### config.mk
export PLATFORM = sky130hd
export DESIGN_NAME = fetch_unit
export DESIGN_NICKNAME = d
export VERILOG_FILES = /design/src/rtl/fetch_unit_pkg.sv /design/src/rtl/fetch_unit_fifo.sv /design/src/rtl/fetch_unit.sv
export SDC_FILE = /design/constraint.sdc
export NUM_CORES = 1
export LEC_CHECK = 0
export CORE_ASPECT_RATIO = 0.75
export CORE_MARGIN = 2
export CORE_UTILIZATION = 47
export CTS_BUF_LIST = sky130_fd_sc_hd__clkbuf_4 sky130_fd_sc_hd__clkbuf_8
export CTS_CLUSTER_SIZE = 24
export DETAILED_ROUTE_END_ITERATION = 10
export GPL_TIMING_DRIVEN = 0
export PLACE_DENSITY = 0.79
export SLEW_MARGIN = 20
export SYNTH_ARGS = -nofsm -noshare
export SYNTH_HDL_FRONTEND = slang
export SYNTH_SLANG_ARGS = --single-unit
### constraint.sdc
create_clock -name clk -period 4.45 [get_ports clk]
set_input_delay 0.445 -clock clk [delete_from_list [all_inputs] [get_ports clk]]
set_output_delay 0.445 -clock clk [all_outputs]
set_load 0.005 [all_outputs]
### src/rtl/fetch_unit_pkg.sv
// Shared definitions for the fetch stage: FSM encoding, buffer entry layout,
// the decode bubble instruction and word-address helpers.
package fetch_unit_pkg;

    // Bus-side request state of the fetch stage
    typedef enum logic [1:0] {
        ST_IDLE    = 2'b00,  // no request in flight
        ST_REQ     = 2'b01,  // request in flight, result will be kept
        ST_DISCARD = 2'b10   // request in flight, result will be dropped
    } fetch_state_t;

    // One instruction buffer entry: fetch address plus instruction word
    typedef struct packed {
        logic [31:0] pc;
        logic [31:0] instr;
    } fetch_entry_t;

    // addi x0, x0, 0 -- used by decode to insert bubbles
    localparam logic [31:0] NOP_INSTR  = 32'h00000013;
    localparam logic [31:0] WORD_BYTES = 32'd4;

    // Force an address onto a word boundary
    function automatic logic [31:0] word_align(input logic [31:0] addr);
        return {addr[31:2], 2'b00};
    endfunction

    // Address of the following word, wrapping modulo 2^32
    function automatic logic [31:0] next_word(input logic [31:0] addr);
        return addr + WORD_BYTES;
    endfunction

endpackage

### src/rtl/fetch_unit_fifo.sv
// Instruction buffer between fetch and decode. Power-of-two depth so the
// read/write pointers wrap naturally. Clear wins over push and pop.
module fetch_fifo
    import fetch_unit_pkg::*;
#(
    parameter int DEPTH = 2,
    parameter int CNT_W = $clog2(DEPTH) + 1
) (
    input  logic             clk,
    input  logic             reset,
    input  logic             push,
    input  logic             pop,
    input  logic             clear,
    input  fetch_entry_t     wdata,
    output fetch_entry_t     rdata,
    output logic [CNT_W-1:0] count
);

    localparam int PW = $clog2(DEPTH);

    fetch_entry_t         mem_q [DEPTH];
    logic [PW-1:0]        wr_ptr_q, wr_ptr_d;
    logic [PW-1:0]        rd_ptr_q, rd_ptr_d;
    logic [CNT_W-1:0]     count_q, count_d;
    logic                 push_eff;
    logic                 pop_eff;

    // Qualify push/pop: a clear cancels both, and an empty buffer cannot pop
    always_comb begin
        push_eff = push & ~clear;
        pop_eff  = pop & ~clear & (count_q != '0);
    end

    // Next pointer and occupancy values
    always_comb begin
        wr_ptr_d = wr_ptr_q;
        rd_ptr_d = rd_ptr_q;
        count_d  = count_q;
        if (clear) begin
            wr_ptr_d = '0;
            rd_ptr_d = '0;
            count_d  = '0;
        end else begin
            if (push_eff) wr_ptr_d = wr_ptr_q + PW'(1);
            if (pop_eff)  rd_ptr_d = rd_ptr_q + PW'(1);
            case ({push_eff, pop_eff})
                2'b10:   count_d = count_q + CNT_W'(1);
                2'b01:   count_d = count_q - CNT_W'(1);
                default: count_d = count_q;
            endcase
        end
    end

    // Control state: pointers and occupancy
    always_ff @(posedge clk) begin
        if (reset) begin
            wr_ptr_q <= '0;
            rd_ptr_q <= '0;
            count_q  <= '0;
        end else begin
            wr_ptr_q <= wr_ptr_d;
            rd_ptr_q <= rd_ptr_d;
            count_q  <= count_d;
        end
    end

    // Entry storage; contents are meaningless while unoccupied, so no reset
    always_ff @(posedge clk) begin
        if (push_eff) begin
            mem_q[wr_ptr_q] <= wdata;
        end
    end

    assign rdata = mem_q[rd_ptr_q];
    assign count = count_q;

endmodule

### src/rtl/fetch_unit.sv
// Instruction fetch stage: issues word reads at the current PC, advances the
// PC on each completed read, buffers {pc, instr} for decode and handles
// redirects even while a read is outstanding on the bus.
module fetch_unit
    import fetch_unit_pkg::*;
#(
    parameter logic [31:0] BOOT_ADDRESS = 32'h00000000,
    parameter int          FIFO_DEPTH   = 2
) (
    input  logic        clk,
    input  logic        reset,
    input  logic [31:0] pc,
    output logic        pc_load,
    output logic [31:0] pc_next,
    input  logic        flush,
    input  logic [31:0] flush_target,
    output logic        mem_rd,
    output logic [31:0] mem_addr,
    input  logic        mem_ack,
    input  logic [31:0] mem_data,
    output logic        instr_valid,
    input  logic        instr_ready,
    output logic [31:0] instr_out,
    output logic [31:0] instr_pc
);

    localparam int CNT_W = $clog2(FIFO_DEPTH) + 1;

    fetch_state_t     state_q, state_d;
    logic             mem_rd_q, mem_rd_d;
    logic [31:0]      mem_addr_q, mem_addr_d;
    logic [CNT_W-1:0] fifo_count;
    fetch_entry_t     fifo_wdata;
    fetch_entry_t     fifo_rdata;
    logic             ack;
    logic             has_room;
    logic             issue;
    logic             fifo_push;
    logic             fifo_pop;

    // A read completes only while we are actually requesting. A new request
    // is only started when the buffer has a free slot, so a push can never
    // hit a full buffer.
    always_comb begin
        ack      = mem_rd_q & mem_ack;
        has_room = fifo_count < CNT_W'(FIFO_DEPTH);
        issue    = (state_q == ST_IDLE) & ~flush & has_room;
    end

    // FSM state register
    always_ff @(posedge clk) begin
        if (reset) begin
            state_q <= ST_IDLE;
        end else begin
            state_q <= state_d;
        end
    end

    // FSM next state; a flush during an unacked request must still wait out
    // the bus transaction, hence DISCARD rather than abandoning it
    always_comb begin
        state_d = state_q;
        case (state_q)
            ST_IDLE: begin
                if (issue) state_d = ST_REQ;
            end
            ST_REQ: begin
                if (ack)        state_d = ST_IDLE;
                else if (flush) state_d = ST_DISCARD;
            end
            ST_DISCARD: begin
                if (ack) state_d = ST_IDLE;
            end
            default: state_d = ST_IDLE;
        endcase
    end

    // FSM outputs: PC update, buffer push/pop and the next bus request
    always_comb begin
        pc_load    = 1'b0;
        pc_next    = next_word(mem_addr_q);
        fifo_push  = 1'b0;
        fifo_pop   = 1'b0;
        mem_rd_d   = mem_rd_q;
        mem_addr_d = mem_addr_q;

        if (flush) begin
            pc_load = 1'b1;
            pc_next = flush_target;
        end else begin
            if ((state_q == ST_REQ) && ack) begin
                pc_load   = 1'b1;
                fifo_push = 1'b1;
            end
            fifo_pop = instr_valid & instr_ready;
        end

        // Address stays frozen for the whole life of a request
        if (issue) begin
            mem_rd_d   = 1'b1;
            mem_addr_d = word_align(pc);
        end else if (ack) begin
            mem_rd_d   = 1'b0;
        end

        // The PC register is being reset alongside us; never load it then
        if (reset) begin
            pc_load = 1'b0;
        end
    end

    // Bus request registers
    always_ff @(posedge clk) begin
        if (reset) begin
            mem_rd_q   <= 1'b0;
            mem_addr_q <= BOOT_ADDRESS;
        end else begin
            mem_rd_q   <= mem_rd_d;
            mem_addr_q <= mem_addr_d;
        end
    end

    assign fifo_wdata = '{pc: mem_addr_q, instr: mem_data};

    fetch_fifo #(
        .DEPTH (FIFO_DEPTH),
        .CNT_W (CNT_W)
    ) u_fifo (
        .clk   (clk),
        .reset (reset),
        .push  (fifo_push),
        .pop   (fifo_pop),
        .clear (flush),
        .wdata (fifo_wdata),
        .rdata (fifo_rdata),
        .count (fifo_count)
    );

    assign mem_rd      = mem_rd_q;
    assign mem_addr    = mem_addr_q;
    assign instr_valid = (fifo_count != '0);
    // Present a bubble rather than stale storage when nothing is buffered
    assign instr_out   = instr_valid ? fifo_rdata.instr : NOP_INSTR;
    assign instr_pc    = fifo_rdata.pc;

endmodule

==> results.yml, run 1 <==
outcome:
  status: "finished, final reports clean"
timing:
  tightest_slew_ns: 0.758
  period_share_pct: 89.8
  finalSetupViolCount: 0
  max_freq_mhz: 250
  rsz0062_at_grt: "no"
  clock_skew_ns: 0.00757
  slew_viol_final: 0
  hold_viol: 0
  worst_slack_ns: 0.453
  timing.setup.tns_ns: 0
  finalCriticalPeriod_ns: 4.00
  relSlewSlack_pct: 49.5
worst_setup_path:
  worstPathRequired_ns: 4.01
  max_stage_delay_ns: 0.62
  cp_max_fo: 9
  critPathTopFamily: "simple AND/OR/NAND/NOR gates"
  slowest_stage: "or4_4"
  cp_cell_sequence: "ha_1, nand4_2, or4_4, or4_1, a31oi_1, clkdlybuf4s50_1"
  worst-endpoint-arrival_ns: 3.55
  endpoint_kind: "output port"
  critPathLaunchType: "flop"
  cp_num_buf_inv: 1
  worstSetupPathType: "reg -> out"
worst_hold_path:
  min_path_type: "in -> reg"
power_and_ir_drop:
  p_leak_nw: 3.22
  p_per_area_nw_per_um2: 307
  peakVddDrop_mv: 0.176
final_layout:
  drive_gt1_share_pct: 9.82
  fin_util_pct: 69.2
  multi_input_area_um2: 2240
  nNetsFinal: 925
  final_area_um2: 9960
  fin_cells: 1035
  area_delta_synth_final_pct: 44.8
  fillerInstances: 1007
  regArea_um2: 4480
  num_antenna_cells: 0
synthesis:
  synth_edf_count: 124
  syn_avg_cell_area_um2: 12.1
  ys_ff_latch: 162
  ys_top_cells_by_count: "edfxtp_1, nand2_1, nor2_1, dfxtp_1, a21oi_1"
  ys_types: 36
  ys_seq_area_share_pct: 65.2
  synthTopCellsByArea: "edfxtp_1, dfxtp_1, mux2_2"
  synth_area_um2: 6880
  synth_top_area_share_pct: 54.1
  postSynthCellCount: 570
  yosysMostFrequentCell: "edfxtp_1"
  synthArstFlopShare_pct: 0
  ys_warn_count: 0
  yosys.area.top_type: "edfxtp_1"
  ys.flop_type: "edfxtp_1"
route:
  first_pass_iters: 5
  antenna_left: 0
  wl_per_cell_um: 18.1
  drc_errors: 0
  vias: 5501
  drt-total-wl_um: 18800
  drtIter0Drc: 371
  via_per_inst: 5.31
die:
  initial_core_util_pct: 47.8
  core.rowCount: 38
  core_area_um2: 14400
  die-area_um2: 15600
  die_w_um: 144
  ios: 232
  die_h_um: 109
run:
  cap_viol_max_count: 0
global_routing:
  grtUsageTotal_pct: 23.6
  first_global_vias: 5375
  grt_max_degree: 26
  grt_use_met1_pct: 28.7
  grtUsageMet3_pct: 8.74
  grt_pass1_wl_um: 27600
  grt_use_met2_pct: 38.5
  top_usage_layer: "met2"
  antenna_found_initial: 0
  grt_overflow_total: 0
clock_network:
  cts_sinks: 162
  hold_buffers: 0
  clk_latency_ns: 0.45
  cts_buffers: 17
  tritoncts: "built"
  cts_max_level: 4
  cts_max_path_buffers: 2
  root_buffer: "clkbuf_8"
  post_cts_buffers: 0
  clk_pin_slew_ns: 0.08
  ctsResizeCount: 0
place:
  post_dp_cell_area_um2: 9560
  dp.final_hpwl_um: 13700
  pre_cts_slack_ns: 0.956
  port_buffers: 224
  dpl.cell_count: 1003
  place_congestion: 0.968
==> metrics by stage <==
step | total power, mW | hold slack [ns]
6_report | 3.06 | 0.395
5_1_grt | 3.16 | 0.380
4_1_cts | 3.08 | 0.357
3_5_place_dp | 2.02 | 0.480
3_3_place_gp | 2.00 | 0.475
2_1_floorplan | 1.80 | 0.469
==> sequential cells by signal, indices dropped and copies added, names as in the netlist, named ones only <==
| signal | count |
|---|---|
| mem_addr | 30 |
| u_fifo.mem_q | 124 |
| state_q | 2 |
| u_fifo.rd_ptr_q | 1 |
| u_fifo.wr_ptr_q | 1 |
| u_fifo.count | 2 |
| mem_rd | 1 |
==> final cells by class <==
cell class              count  area share, %
flip-flops and latches    162           45.0
clock inverters             8           1.07
plain buffers              35           1.56
inverters                   8          0.301
clock buffers              24           3.00
multi-input cells         368           22.5
well taps                 200           2.51
repair buffers            230           24.1
==> cell usage in the layout (no fill, tap or decap), types with 19 or more instances in the layout <==
cell and n:
mux2i_1 32, mux2_2 31, a21oi_1 34, nand2_1 89, o21ai_0 24, clkbuf_8 19
edfxtp_1 124, clkbuf_1 26, dfxtp_1 38, clkdlybuf4s50_1 224, nor2_1 53
==> report_power, final <==
part / internal, mW / switching [mW] / total [mW] / leakage [nW]
logic: 0.183 / 0.114 / 0.296 / 1.59
registers: 1.65 / 0.0434 / 1.69 / 1.44
clock network: 0.560 / 0.515 / 1.07 / 0.193
total: 2.39 / 0.672 / 3.06 / 3.22
==> layer usage <==
| layer | up-vias | routed length (um) |
|---|---|---|
| met5 | - | 0 |
| met4 | 0 | 523 |
| met3 | 46 | 1860 |
| met2 | 290 | 8740 |
| met1 | 2602 | 7650 |
| li1 | 2563 | - |
==> cell families after synthesis <==
logic type | after synthesis | synth area share, %
AOI/OAI and AO/OA | 80 | 6.42
xor gates and xnor gates | 18 | 2.29
adders and majority gates | 2 | 0.364
buffers and inverters | 43 | 2.69
DFF | 162 | 65.2
muxes | 63 | 9.73
other | 1 | 0.0545
and+or+nand+nor | 201 | 13.3
==> path summary, 6_finish.rpt <==
kind                                    from  cells past startpoint             endpoint  slack [ns]
worst max register to register    state_q[1]                      5  u_fifo.mem_q[0][57]        2.37
worst min register to register  mem_addr[25]                      0  u_fifo.mem_q[0][55]        0.49
worst max-delay path             mem_addr[2]                      6          pc_next[28]        0.45
worst min-delay path                   reset                      2         mem_addr[18]        0.39
Power figures use the tool's default switching activity.
==> run 2: changes to the inputs <==
- CORE_UTILIZATION: 47 -> 51
- CTS_CLUSTER_DIAMETER: not set -> 80
- PLACE_DENSITY: 0.79 -> 0.85
- SLEW_MARGIN: 20 -> not set
- clock period: 4.45 -> 4.65 ns (I/O delays scaled with it)
==> results.yml, run 2 (synthesized netlist as in run 1, its figures left out) <==
outcome:
  status: "finished, final reports clean"
final_layout:
  largest_reg_flops: 124
  fin_util_pct: 75.3
  regArea_um2: 4480
  area_delta_synth_final_pct: 43.0
  mostFrequentLayoutCells: "clkdlybuf4s50_1, edfxtp_1, nand2_1"
  nNetsFinal: 922
  drive_gt1_share_pct: 9.38
  multi_input_area_um2: 2240
  regMostFlops: "u_fifo.mem_q"
  num_antenna_cells: 0
  fillerInstances: 810
  final_common_cell: "clkdlybuf4s50_1"
power_and_ir_drop:
  switching_power_mw: 0.643
  pwr-share-seq_pct: 54.6
  internal_power_mw: 2.32
  p_leak_nw: 3.19
  peakVddDrop_mv: 0.219
  power.share.clock_pct: 35.7
  p_per_area_nw_per_um2: 301
  power_frac_comb_pct: 9.7
  switching_share_pct: 21.7
die:
  core.rowCount: 36
  core_area_um2: 13100
  initial_core_util_pct: 52.7
  ios: 232
  die-area_um2: 14400
  die_w_um: 138
  die_h_um: 105
timing:
  finalSetupViolCount: 0
  rsz0062_at_grt: "no"
  clock_skew_ns: 0.00796
  period_share_pct: 84.5
  tightest_slew_ns: 0.997
  slew_viol_final: 0
  relSlewSlack_pct: 33.4
  timing.setup.tns_ns: 0
  holdWs_ns: 0.409
  max_freq_mhz: 255
  finalCriticalPeriod_ns: 3.93
  hold_viol: 0
route:
  vias: 5597
  drtIter0Drc: 407
  first_pass_iters: 5
  via_per_inst: 5.58
  wl_per_cell_um: 18.6
  drc_errors: 0
  drt-total-wl_um: 18600
  antenna_left: 0
clock_network:
  tritoncts: "built"
  cts_sinks: 162
  cts_max_level: 4
  clk_latency_ns: 0.45
  hold_buffers: 0
  clk_pin_slew_ns: 0.08
  post_cts_buffers: 0
  cts_max_path_buffers: 2
  cts_buffers: 17
  root_buffer: "clkbuf_8"
  ctsResizeCount: 0
global_routing:
  grt_overflow_total: 0
  antenna_found_initial: 0
  grt_pass1_wl_um: 29000
  grt_max_degree: 33
  first_global_vias: 5532
  grtUsageTotal_pct: 25.8
place:
  dp.final_hpwl_um: 13400
  place_congestion: 0.904
  port_buffers: 224
run:
  cap_viol_max_count: 0
worst_setup_path:
  cp_cell_sequence: "ha_1, nand4_2, or4_4, buf_6, or3_1, a31oi_1, clkdlybuf4s50_1"
  critPathTopFamily: "simple AND/OR/NAND/NOR gates"
  endpoint_kind: "output port"
  cp_max_fo: 10
  cp_num_buf_inv: 2
  worstPathRequired_ns: 4.18
  critPathLaunchType: "flop"
  worst-endpoint-arrival_ns: 3.46
  worstSetupPathType: "reg -> out"
  slowest_stage: "or4_4"
  max_stage_delay_ns: 0.62
worst_hold_path:
  min_path_type: "in -> reg"
==> run 2: final timing paths <==
| check | start | to | slack (ns) | depth (start not counted) |
|---|---|---|---|---|
| max | mem_addr[2] | pc_next[24] | 0.72 | 7 |
| min | reset | mem_addr[3] | 0.41 | 2 |
| max reg2reg | state_q[1] | u_fifo.mem_q[1][53] | 2.25 | 4 |
| min reg2reg | mem_addr[25] | u_fifo.mem_q[1][55] | 0.50 | 0 |
==> run 2: layer usage <==
layer / GRT usage (%) / vias to the layer above / wire, um
li1: - / 2552 / -
met1: 32.6 / 2637 / 7520
met2: 42.4 / 350 / 8880
met4: 9.48 / 0 / 478
met3: 7.70 / 58 / 1750
met5: 0 / - / 0
==> run 2: cell type report <==
class | count | area share (%)
Timing Repair Buffer | 227 | 23.4
Tap cell | 171 | 2.18
Buffer | 35 | 1.58
Sequential cell | 162 | 45.6
Clock buffer | 23 | 2.84
Inverter | 8 | 0.305
Multi-Input combinational cell | 368 | 22.7
Clock inverter | 9 | 1.37
==> run 2: power by group through the flow <==
stage / combinational [mW] / sequential [mW] / clock, mW
after floorplan: 0.0847 / 1.64 / 0
after global placement: 0.272 / 1.65 / 0
after detailed placement: 0.281 / 1.65 / 0
after CTS: 0.285 / 1.62 / 1.07
after global routing: 0.306 / 1.62 / 1.13
final: 0.286 / 1.62 / 1.06
==> run 2: metrics by stage <==
| step | power, mW | area [um^2] | std cells | setup WS (ns) |
|---|---|---|---|---|
| after floorplan | 1.72 | 6890 | 573 | 0.739 |
| after global placement | 1.92 | 9350 | 968 | -1.29 |
| after detailed placement | 1.93 | 9420 | 971 | 1.24 |
| after CTS | 2.97 | 9840 | 1003 | 0.730 |
| after global routing | 3.06 | 9840 | 1003 | 0.576 |
| final | 2.96 | 9840 | 1003 | 0.722 |
==> run 2: worst reg2reg max path, delay by kind of cell, from the launching register on <==
family        cells  cell delay (ns)
buf+inv           1             0.32
simple gates      3             1.42
flops             1             0.34
==> run 3: changes to the inputs <==
- CORE_UTILIZATION: 51 -> 43
- PLACE_DENSITY: 0.85 -> 0.76
- clock period: 4.65 -> 3.6 ns (I/O delays scaled with it)
==> results.yml, run 3 (synthesized netlist as in run 1, its figures left out) <==
place:
  place_congestion: 0.902
  post_dp_cell_area_um2: 9490
  dpl.cell_count: 1011
  port_buffers: 224
  dp.final_hpwl_um: 13300
global_routing:
  top_usage_layer: "met2"
  antenna_found_initial: 0
  grt_use_met1_pct: 28.4
  grtUsageTotal_pct: 21.6
  grt_overflow_total: 0
  first_global_vias: 5441
  grt_use_met2_pct: 34.7
  grt_pass1_wl_um: 28000
  grtUsageMet3_pct: 6.64
  grt_max_degree: 34
worst_setup_path:
  worst-endpoint-arrival_ns: 3.12
  worstSetupPathType: "reg -> out"
  crit_end: "pc_next[30]"
  reg2reg_slack_ns: 1.48
  regToRegStartpoint: "state_q[1]"
  reg2reg_depth: 5
  endpoint_kind: "output port"
  cp-startpoint: "mem_addr[3]"
  critPathLaunchType: "flop"
  worstPathRequired_ns: 3.24
  r2r-end: "u_fifo.mem_q[0][8]"
  cp_max_fo: 8
power_and_ir_drop:
  power.share.clock_pct: 34.1
  total_power_mw: 3.73
  switching_share_pct: 22.0
  p_per_area_nw_per_um2: 375
  p_leak_nw: 3.21
  power_frac_comb_pct: 9.9
  peakVddDrop_mv: 0.261
  switching_power_mw: 0.819
  pwr-share-seq_pct: 56.1
  internal_power_mw: 2.91
clock_network:
  cts_sinks: 162
  cts_max_path_buffers: 2
  tritoncts: "built"
  clk_pin_slew_ns: 0.08
  cts_buffers: 17
  root_buffer: "clkbuf_8"
  clk_latency_ns: 0.44
  hold_buffers: 0
  cts_max_level: 4
final_layout:
  regMostFlops: "u_fifo.mem_q"
  multi_input_area_um2: 2250
  num_antenna_cells: 0
  largest_reg_flops: 124
  final_common_cell: "clkdlybuf4s50_1"
  area_delta_synth_final_pct: 44.3
  drive_gt1_share_pct: 10.8
  mostFrequentLayoutCells: "clkdlybuf4s50_1, edfxtp_1, nand2_1"
  fin_cells: 1045
  nNetsFinal: 925
  fillerInstances: 1263
  final_area_um2: 9930
  regArea_um2: 4500
route:
  drc_errors: 0
  first_pass_iters: 6
  via_per_inst: 5.24
  vias: 5479
  drtIter0Drc: 354
  antenna_left: 0
  wl_per_cell_um: 17.7
  drt-total-wl_um: 18500
die:
  core.rowCount: 40
  die-area_um2: 17000
  die_w_um: 150
  initial_core_util_pct: 43.5
  ios: 232
  core_area_um2: 15800
  die_h_um: 114
timing:
  finalSetupViolCount: 0
  period_share_pct: 96.7
  clock_skew_ns: 0.0117
  tightest_slew_ns: 0.779
  slew_viol_final: 0
  rsz0062_at_grt: "no"
  hold_viol: 0
  relSlewSlack_pct: 48.0
  max_freq_mhz: 287
  finalCriticalPeriod_ns: 3.48
worst_hold_path:
  min_path_type: "in -> reg"
outcome:
  status: "finished, final reports clean"
run:
  cap_viol_max_count: 0
## run 3: cell count changes in the layout (fill, tap and decap cells not counted), sizes merged
cell | before | now
clkinv | 3 | 5
bufinv | 3 | 1
clkbuf | 49 | 50
buf | 12 | 15
clkinvlp | 2 | 1
## run 3: final cells by class
type / instances / share of cell area [%]
Buffer: 35 / 1.56
Clock buffer: 24 / 3.14
Clock inverter: 8 / 0.794
Inverter: 8 / 0.302
Multi-Input combinational cell: 368 / 22.7
Sequential cell: 162 / 45.3
Tap cell: 210 / 2.65
Timing Repair Buffer: 230 / 23.5
## run 3: worst min-delay path by stage
stage                     endpoint  slack, ns         start  depth (start not counted)
2_1_floorplan   u_fifo.mem_q[0][0]       0.46   mem_data[0]                          0
3_3_place_gp   u_fifo.mem_q[0][55]       0.47  mem_addr[25]                          0
4_1_cts                mem_addr[3]       0.29         reset                          2
3_5_place_dp   u_fifo.mem_q[0][55]       0.49  mem_addr[25]                          0
6_report               mem_addr[3]       0.34         reset                          2
5_1_grt                mem_addr[3]       0.34         reset                          2
## run 3: stage by stage
step / TNS (ns) / setup WS [ns] / util [%] / hold slack, ns
floorplan: -25.53 / -0.206 / - / 0.459
global placement: -297.67 / -2.40 / 59.4 / 0.469
detailed placement: 0 / 0.195 / 60.0 / 0.490
CTS: 0 / 0.0120 / 62.6 / 0.294
global route: 0 / 0.00538 / 62.8 / 0.344
finish: 0 / 0.118 / 62.8 / 0.344
## run 3: per-layer routing
layer / routed length (um) / up-vias
met5: 0 / -
met4: 225 / 0
met3: 1850 / 29
met2: 8550 / 292
met1: 7870 / 2598
li1: - / 2560
## run 3: timing repair
| action | 4_1_cts | 5_1_grt |
|---|---|---|
| pin swaps | 1 | 0 |
| resized for setup | 5 | 6 |
| endpoints found under the setup margin | 7 | 10 |
| buffers inserted | 1 | 1 |
## run 3: worst max-delay path, stage by stage, from the launching register on
cell             delay [ns]
dfxtp_4                0.41
ha_2                   0.24
nand4_4                0.17
or4_4                  0.60
or4_1                  0.51
a31oi_1                0.22
clkdlybuf4s50_1        0.53
## run 3: power by group through the flow
| stage | clock, mW | sequential, mW | combinational, mW |
|---|---|---|---|
| finish | 1.27 | 2.09 | 0.368 |
| global route | 1.36 | 2.09 | 0.396 |
| CTS | 1.29 | 2.09 | 0.365 |
| detailed placement | 0 | 2.13 | 0.362 |
| global placement | 0 | 2.13 | 0.354 |
| floorplan | 0 | 2.12 | 0.109 |
